$ cat config.mk
export PLATFORM = sky130hd
export DESIGN_NAME = ex_div_unit_flat
export DESIGN_NICKNAME = d
export VERILOG_FILES = /design/src/rtl/ex_div_unit_pkg.sv /design/src/rtl/ex_div_unit_if.sv /design/src/rtl/ex_div_unit_div_step.sv /design/src/rtl/ex_div_unit.sv /design/src/flat_wrapper.sv
export SDC_FILE = /design/constraint.sdc
export NUM_CORES = 1
export LEC_CHECK = 0
export ABC_CLOCK_PERIOD_IN_PS = 6000
export CAP_MARGIN = 30
export CORE_UTILIZATION = 55
export DETAILED_ROUTE_END_ITERATION = 12
export GPL_ROUTABILITY_DRIVEN = 0
export HOLD_SLACK_MARGIN = 0.06
export PLACE_DENSITY = 0.88
export SETUP_SLACK_MARGIN = 0.5
export SLEW_MARGIN = 20
export SYNTH_ARGS = -nofsm -noshare
export SYNTH_HDL_FRONTEND = slang
export SYNTH_HIERARCHICAL = 1
export SYNTH_SLANG_ARGS = --single-unit
$ cat constraint.sdc
create_clock -name clk -period 6 [get_ports clk]
set_input_delay 0.6 -clock clk [delete_from_list [all_inputs] [get_ports clk]]
set_output_delay 0.6 -clock clk [all_outputs]
set_load 0.02 [all_outputs]
$ cat src/rtl/ex_div_unit_pkg.sv
// rtl/ex_div_unit_pkg.sv - shared encodings for the EX-stage divider
// Purpose: state encodings and handshake/reset level constants used by
//          ex_div_unit and its bench. No ports.
package ex_div_unit_pkg;

  typedef enum logic [1:0] {
    DivFree   = 2'b00,
    DivByZero = 2'b01,
    DivOn     = 2'b10,
    DivEnd    = 2'b11
  } div_state_e;

  localparam logic DivResultReady    = 1'b1;
  localparam logic DivResultNotReady = 1'b0;
  localparam logic DivStart          = 1'b1;
  localparam logic DivStop           = 1'b0;
  localparam logic RstEnable         = 1'b1;

endpackage

$ cat src/rtl/ex_div_unit_if.sv
// rtl/ex_div_unit_if.sv - request/result bundle between EX stage and divider
// Purpose: groups the divider request and result signals.
// Ports (modport master = EX stage, slave = divider):
//   signed_div_i, opdata1_i, opdata2_i, start_i, annul_i : EX -> divider
//   result_o {remainder, quotient}, ready_o             : divider -> EX
interface ex_div_unit_if #(
  parameter int DATA_W = 32
);
  logic                  signed_div_i;
  logic [DATA_W-1:0]     opdata1_i;
  logic [DATA_W-1:0]     opdata2_i;
  logic                  start_i;
  logic                  annul_i;
  logic [2*DATA_W-1:0]   result_o;
  logic                  ready_o;

  modport master (
    output signed_div_i, opdata1_i, opdata2_i, start_i, annul_i,
    input  result_o, ready_o
  );

  modport slave (
    input  signed_div_i, opdata1_i, opdata2_i, start_i, annul_i,
    output result_o, ready_o
  );
endinterface

$ cat src/rtl/ex_div_unit_div_step.sv
// rtl/ex_div_unit_div_step.sv - one combinational restoring-division iteration
// Purpose: shifts the next dividend bit into the partial remainder, trial
//          subtracts the divisor and produces the quotient bit.
// Ports:
//   rem           in  current partial remainder (always < divisor)
//   dividend      in  dividend/quotient shift register, next bit at MSB
//   divisor       in  divisor magnitude
//   rem_next      out updated partial remainder
//   dividend_next out shift register with the new quotient bit at LSB
module div_step #(
  parameter int DATA_W = 32
) (
  input  logic [DATA_W-1:0] rem,
  input  logic [DATA_W-1:0] dividend,
  input  logic [DATA_W-1:0] divisor,
  output logic [DATA_W-1:0] rem_next,
  output logic [DATA_W-1:0] dividend_next
);
  logic [DATA_W:0] partial;
  logic [DATA_W:0] diff;
  logic            borrow;

  assign partial = {rem, dividend[DATA_W-1]};
  assign diff    = partial - {1'b0, divisor};
  // partial < 2*divisor, so the top bit of the DATA_W+1-bit difference is the borrow.
  assign borrow  = diff[DATA_W];

  assign rem_next      = borrow ? partial[DATA_W-1:0] : diff[DATA_W-1:0];
  assign dividend_next = {dividend[DATA_W-2:0], ~borrow};
endmodule

$ cat src/rtl/ex_div_unit.sv
// rtl/ex_div_unit.sv - multi-cycle radix-2 restoring divider for DIV/DIVU
// Purpose: DATA_W-iteration divider beside the EX-stage ALU; result goes to
//          HI (remainder) and LO (quotient).
// Ports:
//   clk    in  rising-edge clock
//   rst    in  asynchronous active-high reset
//   div_if     slave modport: operands, start/annul in; result_o/ready_o out
// Optional build macro: DIV_ZERO_DIVIDEND_FAST_EN (zero dividend finishes
//   straight from FREE to END).
module ex_div_unit
  import ex_div_unit_pkg::*;
#(
  parameter int DATA_W = 32,
  parameter int CNT_W  = 6
) (
  input  logic clk,
  input  logic rst,
  ex_div_unit_if.slave div_if
);
  div_state_e          state_q, state_d;
  logic [CNT_W-1:0]    cnt_q, cnt_d;
  logic [DATA_W-1:0]   rem_q, rem_d;
  logic [DATA_W-1:0]   dvd_q, dvd_d;
  logic [DATA_W-1:0]   dvs_q, dvs_d;
  logic                neg_quot_q, neg_quot_d;
  logic                neg_rem_q, neg_rem_d;
  logic [2*DATA_W-1:0] result_q, result_d;
  logic                ready_q, ready_d;

  logic [DATA_W-1:0]   step_rem;
  logic [DATA_W-1:0]   step_dvd;
  logic                op1_neg;
  logic                op2_neg;

  div_step #(.DATA_W(DATA_W)) u_step (
    .rem           (rem_q),
    .dividend      (dvd_q),
    .divisor       (dvs_q),
    .rem_next      (step_rem),
    .dividend_next (step_dvd)
  );

  assign op1_neg = div_if.signed_div_i & div_if.opdata1_i[DATA_W-1];
  assign op2_neg = div_if.signed_div_i & div_if.opdata2_i[DATA_W-1];

  always_ff @(posedge clk or posedge rst) begin
    if (rst) begin
      state_q    <= DivFree;
      cnt_q      <= '0;
      rem_q      <= '0;
      dvd_q      <= '0;
      dvs_q      <= '0;
      neg_quot_q <= 1'b0;
      neg_rem_q  <= 1'b0;
      result_q   <= '0;
      ready_q    <= DivResultNotReady;
    end else begin
      state_q    <= state_d;
      cnt_q      <= cnt_d;
      rem_q      <= rem_d;
      dvd_q      <= dvd_d;
      dvs_q      <= dvs_d;
      neg_quot_q <= neg_quot_d;
      neg_rem_q  <= neg_rem_d;
      result_q   <= result_d;
      ready_q    <= ready_d;
    end
  end

  always_comb begin
    state_d    = state_q;
    cnt_d      = cnt_q;
    rem_d      = rem_q;
    dvd_d      = dvd_q;
    dvs_d      = dvs_q;
    neg_quot_d = neg_quot_q;
    neg_rem_d  = neg_rem_q;
    result_d   = result_q;
    ready_d    = ready_q;

    case (state_q)
      DivFree: begin
        result_d = '0;
        ready_d  = DivResultNotReady;
        if (div_if.start_i == DivStart && !div_if.annul_i) begin
          if (div_if.opdata2_i == '0) begin
            state_d = DivByZero;
`ifdef DIV_ZERO_DIVIDEND_FAST_EN
          end else if (div_if.opdata1_i == '0) begin
            state_d = DivEnd;
            ready_d = DivResultReady;
`endif
          end else begin
            state_d    = DivOn;
            cnt_d      = '0;
            rem_d      = '0;
            // Iterate on magnitudes; signs are restored on the final edge.
            dvd_d      = op1_neg ? -div_if.opdata1_i : div_if.opdata1_i;
            dvs_d      = op2_neg ? -div_if.opdata2_i : div_if.opdata2_i;
            neg_quot_d = op1_neg ^ op2_neg;
            neg_rem_d  = op1_neg;
          end
        end
      end

      DivByZero: begin
        if (div_if.annul_i) begin
          state_d = DivFree;
        end else begin
          state_d  = DivEnd;
          result_d = '0;
          ready_d  = DivResultReady;
        end
      end

      DivOn: begin
        if (div_if.annul_i) begin
          state_d = DivFree;
        end else begin
          rem_d = step_rem;
          dvd_d = step_dvd;
          cnt_d = cnt_q + CNT_W'(1);
          if (cnt_q == CNT_W'(DATA_W - 1)) begin
            state_d  = DivEnd;
            ready_d  = DivResultReady;
            result_d = {neg_rem_q  ? -step_rem : step_rem,
                        neg_quot_q ? -step_dvd : step_dvd};
          end
        end
      end

      DivEnd: begin
        if (div_if.annul_i || div_if.start_i == DivStop) begin
          state_d  = DivFree;
          result_d = '0;
          ready_d  = DivResultNotReady;
        end
      end

      default: state_d = DivFree;
    endcase
  end

  assign div_if.result_o = result_q;
  assign div_if.ready_o  = ready_q;
endmodule

$ cat src/flat_wrapper.sv
// flat-port wrapper written by rule: the top's interface ports become plain ports
module ex_div_unit_flat import ex_div_unit_pkg::*;
#(
  parameter int DATA_W = 32,
  parameter int CNT_W  = 6
)
  (clk, rst, div_if_signed_div_i, div_if_opdata1_i, div_if_opdata2_i, div_if_start_i, div_if_annul_i, div_if_result_o, div_if_ready_o);
  ex_div_unit_if #(.DATA_W(DATA_W)) div_if_i ();
  input  logic clk;
  input  logic rst;
  input wire logic [$bits(div_if_i.signed_div_i)-1:0] div_if_signed_div_i;
  input wire logic [$bits(div_if_i.opdata1_i)-1:0] div_if_opdata1_i;
  input wire logic [$bits(div_if_i.opdata2_i)-1:0] div_if_opdata2_i;
  input wire logic [$bits(div_if_i.start_i)-1:0] div_if_start_i;
  input wire logic [$bits(div_if_i.annul_i)-1:0] div_if_annul_i;
  output wire logic [$bits(div_if_i.result_o)-1:0] div_if_result_o;
  output wire logic [$bits(div_if_i.ready_o)-1:0] div_if_ready_o;
  assign div_if_i.signed_div_i = div_if_signed_div_i;
  assign div_if_i.opdata1_i = div_if_opdata1_i;
  assign div_if_i.opdata2_i = div_if_opdata2_i;
  assign div_if_i.start_i = div_if_start_i;
  assign div_if_i.annul_i = div_if_annul_i;
  assign div_if_result_o = div_if_i.result_o;
  assign div_if_ready_o = div_if_i.ready_o;
  ex_div_unit #(.DATA_W(DATA_W), .CNT_W(CNT_W)) u_core (.clk(clk), .rst(rst), .div_if(div_if_i));
endmodule
==> metrics.md, run 1 <==
| Metric | Value |
|---|---|
| Mapped Nets | approximately 1,500 |
| Synth area leader | dfrtp_1 |
| Leak pwr | ~5.9 nW |
| Synth-to-layout area growth | 15.6% |
| DP Area | about 13,000 µm² |
| Ys Warns | 6 |
| Std cell rows | 53 |
| Antenna violations before repair | 0 |
| Grt ovf | 0 |
| Avg Inst Size Synth | around 8.4 µm² |
| # DRC | 0 |
| Met3 routed wirelength | between 2000 and 3000 µm |
| Largest net degree at the start of global routing | 86 |
| ANT nets after route | 0 |
| Mapped Area | between 10,000 and 15,000 µm² |
| DIE HEIGHT | 150 µm |
| Num CTS Buffers | 17 |
| TNS Setup | 0 ns |
| Clk Latency, worst-skew pair | roughly 0.43 ns |
| Fmax | ~190 MHz |
| CTS max path bufs | 2 |
| Port bufs | roughly 130 |
| Max-slew violations | 0 |
| Cell Pwr Density | 583 nW/µm² |
| Worst Hold Class | reg -> reg |
| Hold-fix buffers, CTS | 0 |
| Cell with the most instances after synthesis | nand2_1 |
| Slew margin rel. | a little over a third |
| Worst Path Class, Setup | reg -> reg |
| Clock transition at path regs | around 0.070 ns |
| Critical path peak fanout | 24 |
| Vias in the first global route | 10,300 |
| CTS tree | built |
| Final hold vios | 0 |
| Inserted Diodes | 0 |
| CP Capture Type | flop |
| Synth cell count leaders | nand2_1 (251), dfrtp_1 (171), o21ai_0 (168) |
| Tot Pwr | slightly above 8 mW |
| Flop-to-flop setup slack | just under 0.8 ns |
| I/O pin cnt | around 130 |
| WP data required | roughly 6.3 ns |
| Vias | 10,900 |
| Die W | roughly 150 µm |
| Gr usage total | approximately 29% |
| Placeable Area | around 21,000 µm² |
| WL met1 | between 10,000 and 15,000 µm |
| DR top layer | met4 |
| Final setup viols | 0 |
| Htree depth | 4 |
| Initial drt markers | approximately 1,400 |
| Number of synthesized flops with an enable pin | 0 |
| Post-detail-place hpwl | 22,900 µm |
| Routed WL per cell | between 15 and 20 µm |
| Top-area cell type share of the netlist area | 35.5% |
| Fin crit period | 5.21 ns |
| Crit path DAT | between 5 and 6 ns |
| Mapped Cells | roughly 1,400 |
| Pre-Repair DR Iteration Count | 6 |
| Run status | completed |
| Starting density of the core | a little under three fifths |
| Peak supply drop | approximately 0.25 mV |
| # fillers | about 1,700 |
| Setup crit start kind | flop |
| Netlist cell types | just under 80 |
| Tightest Pin Transition | slightly below 1 ns |
| Post-synth top flop | dfrtp_1 |
| Clk root buf | clkbuf_16 |
| Max-Cap Viols | 0 |
| Post-route cell area | between 10,000 and 15,000 µm² |
| WL met2 | 14,400 µm |
| Layout net count | approximately 1,600 |
| RSZ-0062 raised after global routing | no |
| Top cells by area, synth | dfrtp_1 (36%), nand2_1 (7.8%), o21ai_0 (7.0%), xor2_1 (6.6%), ha_1 (4.4%) |
| Via-to-Cell Ratio | between 6 and 7 |
| Max Clock Skew | approximately 0.0071 ns |
| Clock sink count | 171 |
| Die area | 22,500 µm² |
| Synthesized flop and latch total | between 150 and 200 |
| Final core occ | 65.7% |
| Share of cells above drive strength 1 | 7.07% |
| Post-synth ARST share | 100% |
| Final period util | 86.9% |
| Total wire length | around 32,000 µm |
| First-pass GRT wire length | 51,700 µm |
| Post-synthesis sequential area ratio | a little over a third |
[metal layers]
layer  GRT usage [%]  up-vias
met1            40.9     5153
li1                -     5112
met3            4.85       75
met2            45.0      575
met5               0        -
met4            8.79        0
[cell families (layout without fill, tap and decap cells)]
logic type	after synthesis	in the layout	share of synthesized area (%)
adder cells (fa/ha/maj)	43	43	4.53
AND/OR/NAND/NOR	463	463	18.3
flip-flops	171	171	35.5
AO/OA/AOI/OAI	396	396	19.9
XOR/XNOR	145	145	10.5
multiplexers	44	44	4.58
buffers and inverters	169	238	6.65
[layout make-up]
| cell class | count | area (µm²) | area share, % |
|---|---|---|---|
| sequential | 171 | 4280 | 30.7 |
| clock buffer | 17 | 425 | 3.05 |
| timing repair buffer | 149 | 1490 | 10.7 |
| tap | 275 | 344 | 2.47 |
| multi-input combinational | 1091 | 6990 | 50.2 |
| inverter | 57 | 226 | 1.63 |
| clock inverter | 15 | 174 | 1.25 |
[critical path: stages (launching register included)]
cell and delay (ns):
dfrtp_1 0.36, inv_1 0.05, ha_1 0.23, fa_1 0.40, and2b_1 0.24, o2111ai_1 0.16
a21oi_2 0.25, o2111ai_1 0.18, a211oi_2 0.27, nor2_2 0.11, mux2i_1 0.15, and2_4 0.18
inv_8 0.19, mux2_1 0.44, or4_1 0.56, or4_4 0.61, nand2b_4 0.18, o31ai_1 0.27
xor2_1 0.18, o21ai_1 0.07
[per-stage QoR]
step / setup WS, ns / hold slack (ns) / instances
after global routing: 0.520 / 0.505 / 1775
after floorplan: 0.768 / 0.439 / 1431
after global placement: 0.606 / 0.454 / 1739
final: 0.786 / 0.477 / 1775
after CTS: 0.670 / 0.483 / 1771
after detailed placement: 0.484 / 0.465 / 1739
[layout by cell type (no fill, tap or decap), types with 9 or more instances in the layout]
master,netlist,routed
nand2_1,251,251
dfrtp_1,171,171
o21ai_0,168,168
clkdlybuf4s50_1,0,133
xor2_1,91,91
a21oi_1,67,67
xnor2_1,54,54
inv_1,55,53
nor2_1,49,49
ha_1,42,41
o31ai_1,39,39
nand3_1,25,24
a31oi_1,24,23
nor3_1,19,19
a21o_1,19,19
mux2_4,19,19
o21ai_1,18,18
clkbuf_16,0,17
or3_1,15,15
o41ai_1,15,15
nor4_1,13,13
buf_4,37,13
mux2i_1,12,12
nand4_1,11,11
nand2b_1,11,11
or4_1,11,11
mux2_2,11,11
nor2b_1,9,9
[power by group]
| part | leakage, nW | switching (mW) | internal, mW | total [mW] |
|---|---|---|---|---|
| clock network | 0.294 | 0.537 | 0.564 | 1.10 |
| logic | 3.42 | 3.01 | 2.03 | 5.04 |
| registers | 2.23 | 0.416 | 1.56 | 1.98 |
| total | 5.94 | 3.97 | 4.15 | 8.12 |
[final timing paths]
path	start	to	cells past startpoint
max in group asynchronous	rst	u_core/rem_q[19]	3
min in group asynchronous	rst	u_core/div_if.result_o[10]	2
worst min register to register	u_core/div_if.ready_o	u_core/div_if.ready_o	2
worst min-delay path	u_core/div_if.ready_o	u_core/div_if.ready_o	2
worst max-delay path	u_core/dvd_q[31]	u_core/div_if.result_o[60]	19
worst max register to register	u_core/dvd_q[31]	u_core/div_if.result_o[60]	19
[flip-flops by register name, summed over array words and instances (netlist names)]
| signal | count |
|---|---|
| u_core/rem_q | 32 |
| u_core/neg_rem_q | 1 |
| u_core/neg_quot_q | 1 |
| u_core/state_q | 2 |
| u_core/div_if.result_o | 64 |
| u_core/dvs_q | 32 |
| u_core/dvd_q | 32 |
| u_core/cnt_q | 6 |
| u_core/div_if.ready_o | 1 |
[repair_timing]
item,in CTS,in global routing
endpoints found under the setup margin,2,13
setup buffers,0,2
resized for setup,1,2
Power figures use the tool's default switching activity.
==> run 2: changes to the inputs <==
--- a/config.mk
+++ b/config.mk
@@ -7,6 +7,7 @@
 export LEC_CHECK = 0
 export ABC_CLOCK_PERIOD_IN_PS = 6000
 export CAP_MARGIN = 30
+export CORE_MARGIN = 3
 export CORE_UTILIZATION = 55
 export DETAILED_ROUTE_END_ITERATION = 12
 export GPL_ROUTABILITY_DRIVEN = 0
==> metrics.md, run 2 (synthesis results as in run 1) <==
| Metric | Value |
|---|---|
| Run status | completed (unchanged) |
| Crit path DAT | 5.53 ns (was 5.52 ns) |
| Starting density of the core | 56.6% (was 56.8%) |
| Synth-to-layout area growth | 16.3% (was 15.6%) |
| Cell Pwr Density | 587 nW/µm² (was 583 nW/µm²) |
| Worst Path Class, Setup | reg -> reg (unchanged) |
| Final period util | 87.3% (was 86.9%) |
| Largest net degree at the start of global routing | 104 (was 86) |
| CP Capture Type | flop (unchanged) |
| Routed WL per cell | 17.9 µm (was 17.8 µm) |
| Leading cell type in the layout, fill and taps excluded | nand2_1 (unchanged) |
| Inserted Diodes | 0 (unchanged) |
| R2R Path End | u_core/div_if.result_o[60] (unchanged) |
| WP depth | 19 (unchanged) |
| Post-route cell area | 14,000 µm² (was 13,900 µm²) |
| Final setup viols | 0 (unchanged) |
| Num CTS Buffers | 17 (unchanged) |
| Max stage delay cell, worst path | or4_4 (unchanged) |
| WP data required | 6.29 ns (was 6.30 ns) |
| Share of cells above drive strength 1 | 7.30% (was 7.07%) |
| Buf/Inv on CP | 2 (unchanged) |
| Flop-to-flop setup slack | 0.76 ns (was 0.79 ns) |
| Worst Hold Class | reg -> reg (unchanged) |
| Htree depth | 4 (unchanged) |
| Fin crit period | 5.24 ns (was 5.21 ns) |
| Vias in the first global route | 10,100 (was 10,300) |
| Max reg flops | 64 (unchanged) |
| CTS max path bufs | 2 (unchanged) |
| Worst setup endpoint | u_core/div_if.result_o[60] (unchanged) |
| Tightest Pin Transition | 0.934 ns (was 0.975 ns) |
| I/O pin cnt | 134 (unchanged) |
| DIE HEIGHT | 154 µm (was 150 µm) |
| RR Startpoint | u_core/dvd_q[31] (unchanged) |
| Antenna violations before repair | 0 (unchanged) |
| Crit-path max cell delay | 0.60 ns (was 0.61 ns) |
| Slew margin rel. | 37.8% (was 35.0%) |
| # DRC | 0 (unchanged) |
| Final core occ | 65.8% (was 65.7%) |
| Clock sink count | 171 (unchanged) |
| Most frequent cells in the layout | nand2_1 (251), dfrtp_1 (171), o21ai_0 (168) (unchanged) |
| Total wire length | 31,900 µm (was 31,600 µm) |
| DP Worst Slack | 0.460 ns (was 0.484 ns) |
| Most used cell, CP | o2111ai_1 (unchanged) |
| Vias | 11,000 (was 10,900) |
| Gr usage total | 26.1% (was 28.8%) |
| Pre-Repair DR Iteration Count | 9 (was 6) |
| DP Area | 13,300 µm² (about the same) |
| Clk root buf | clkbuf_16 (unchanged) |
| Post-detail-place hpwl | 23,000 µm (was 22,900 µm) |
| Setup crit start kind | flop (unchanged) |
| ANT nets after route | 0 (unchanged) |
| Cell count of the worst reg-to-reg path | 19 (unchanged) |
| Initial drt markers | 1,233 (was 1,426) |
| Peak supply drop | 0.291 mV (was 0.250 mV) |
| Placeable Area | 21,300 µm² (was 21,200 µm²) |
| Clk Latency, worst-skew pair | 0.43 ns (about the same) |
| Via-to-Cell Ratio | 6.17 (was 6.15) |
| Layout net count | 1,605 (was 1,599) |
| Fmax | 191 MHz (was 192 MHz) |
| Hold-fix buffers, CTS | 0 (unchanged) |
| Clock transition at path regs | 0.07 ns (about the same) |
| Die area | 23,700 µm² (was 22,500 µm²) |
| Critical path peak fanout | 24 (unchanged) |
| Std cell rows | 53 (unchanged) |
| Leak pwr | 5.97 nW (was 5.94 nW) |
| Die W | 154 µm (was 150 µm) |
| Port bufs | 133 (unchanged) |
| Delay-heaviest family, CP | simple AND/OR/NAND/NOR gates (unchanged) |
| CP cell instances | inv_1, ha_1, fa_1, and2b_1, o2111ai_1, a21oi_2, o2111ai_1, a211oi_2, nor2_2, mux2i_1, and2_4, inv_8, mux2_1, or4_1, or4_4, nand2b_4, o31ai_1, xor2_1, o21ai_1 (unchanged) |
| Grt ovf | 0 (unchanged) |
| RSZ-0062 raised after global routing | no (unchanged) |
| TNS Setup | 0 ns (unchanged) |
| Final hold vios | 0 (unchanged) |
| CTS tree | built (unchanged) |
| Max Clock Skew | 0.00897 ns (was 0.00706 ns) |
| Setup ws final | 0.764 ns (was 0.786 ns) |
| Max-Cap Viols | 0 (unchanged) |
| Max-slew violations | 0 (unchanged) |
| Worst Setup SP | u_core/dvd_q[31] (unchanged) |
| First-pass GRT wire length | 51,600 µm (was 51,700 µm) |
==> run 2: changes by cell type in the layout (fill, tap and decap cells not counted), sizes merged <==
cell / change
buf: +6
clkinv: -2
clkbuf: +1
clkinvlp: +3
bufinv: +3
inv: -5
==> run 2: area by class of cell <==
class,count,area (µm²)
Clock inverter,14,188
Sequential cell,171,4280
Clock buffer,18,429
Timing Repair Buffer,155,1550
Tap cell,275,344
Fill cell,1636,7270
Inverter,57,226
Multi-Input combinational cell,1091,6990
==> run 2: through the flow <==
stage | total power [mW] | hold WS (ns) | std cells
after CTS | 8.02 | 0.473 | 1774
after detailed placement | 6.82 | 0.458 | 1742
after global placement | 6.61 | 0.454 | 1741
after floorplan | 5.64 | 0.439 | 1431
after global routing | 8.76 | 0.501 | 1781
final | 8.22 | 0.470 | 1781
==> run 2: worst min-delay path by stage <==
stage | cells past startpoint | start | endpoint | slack, ns
floorplan | 2 | u_core/dvs_q[31] | u_core/dvs_q[31] | 0.44
global placement | 2 | u_core/dvs_q[31] | u_core/dvs_q[31] | 0.45
CTS | 2 | u_core/dvs_q[31] | u_core/dvs_q[31] | 0.47
detailed placement | 2 | u_core/dvs_q[31] | u_core/dvs_q[31] | 0.46
global route | 2 | u_core/dvs_q[31] | u_core/dvs_q[31] | 0.50
finish | 2 | u_core/dvs_q[31] | u_core/dvs_q[31] | 0.47
==> run 2: power by group <==
part	total [mW]	internal [mW]	switching (mW)
combinational	5.10	2.05	3.05
sequential	1.97	1.56	0.405
clock	1.15	0.666	0.488
==> run 2: per-layer routing <==
metal / wire [µm] / share of wire, % / global-route usage (%)
met1: 13800 / 43 / 38.0
met2: 14500 / 45 / 40.7
met3: 3000 / 9.4 / 4.64
met4: 645 / 2.0 / 6.14
met5: 0 / 0 / 0
==> run 2: worst register-to-register path, stage by stage (launching register included) <==
cell and delay, ns:
dfrtp_1 0.36, inv_1 0.05, ha_1 0.22, fa_1 0.42, and2b_1 0.24, o2111ai_1 0.15
a21oi_2 0.24, o2111ai_1 0.19, a211oi_2 0.28, nor2_2 0.12, mux2i_1 0.22, and2_4 0.24
inv_8 0.11, mux2_1 0.42, or4_1 0.54, or4_4 0.60, nand2b_4 0.18, o31ai_1 0.28
xor2_1 0.18, o21ai_1 0.07
==> run 2: repair_timing <==
action                                  CTS  global route
setup buffers                             0             4
endpoints found under the setup margin    1            12
resized for setup                         1             2
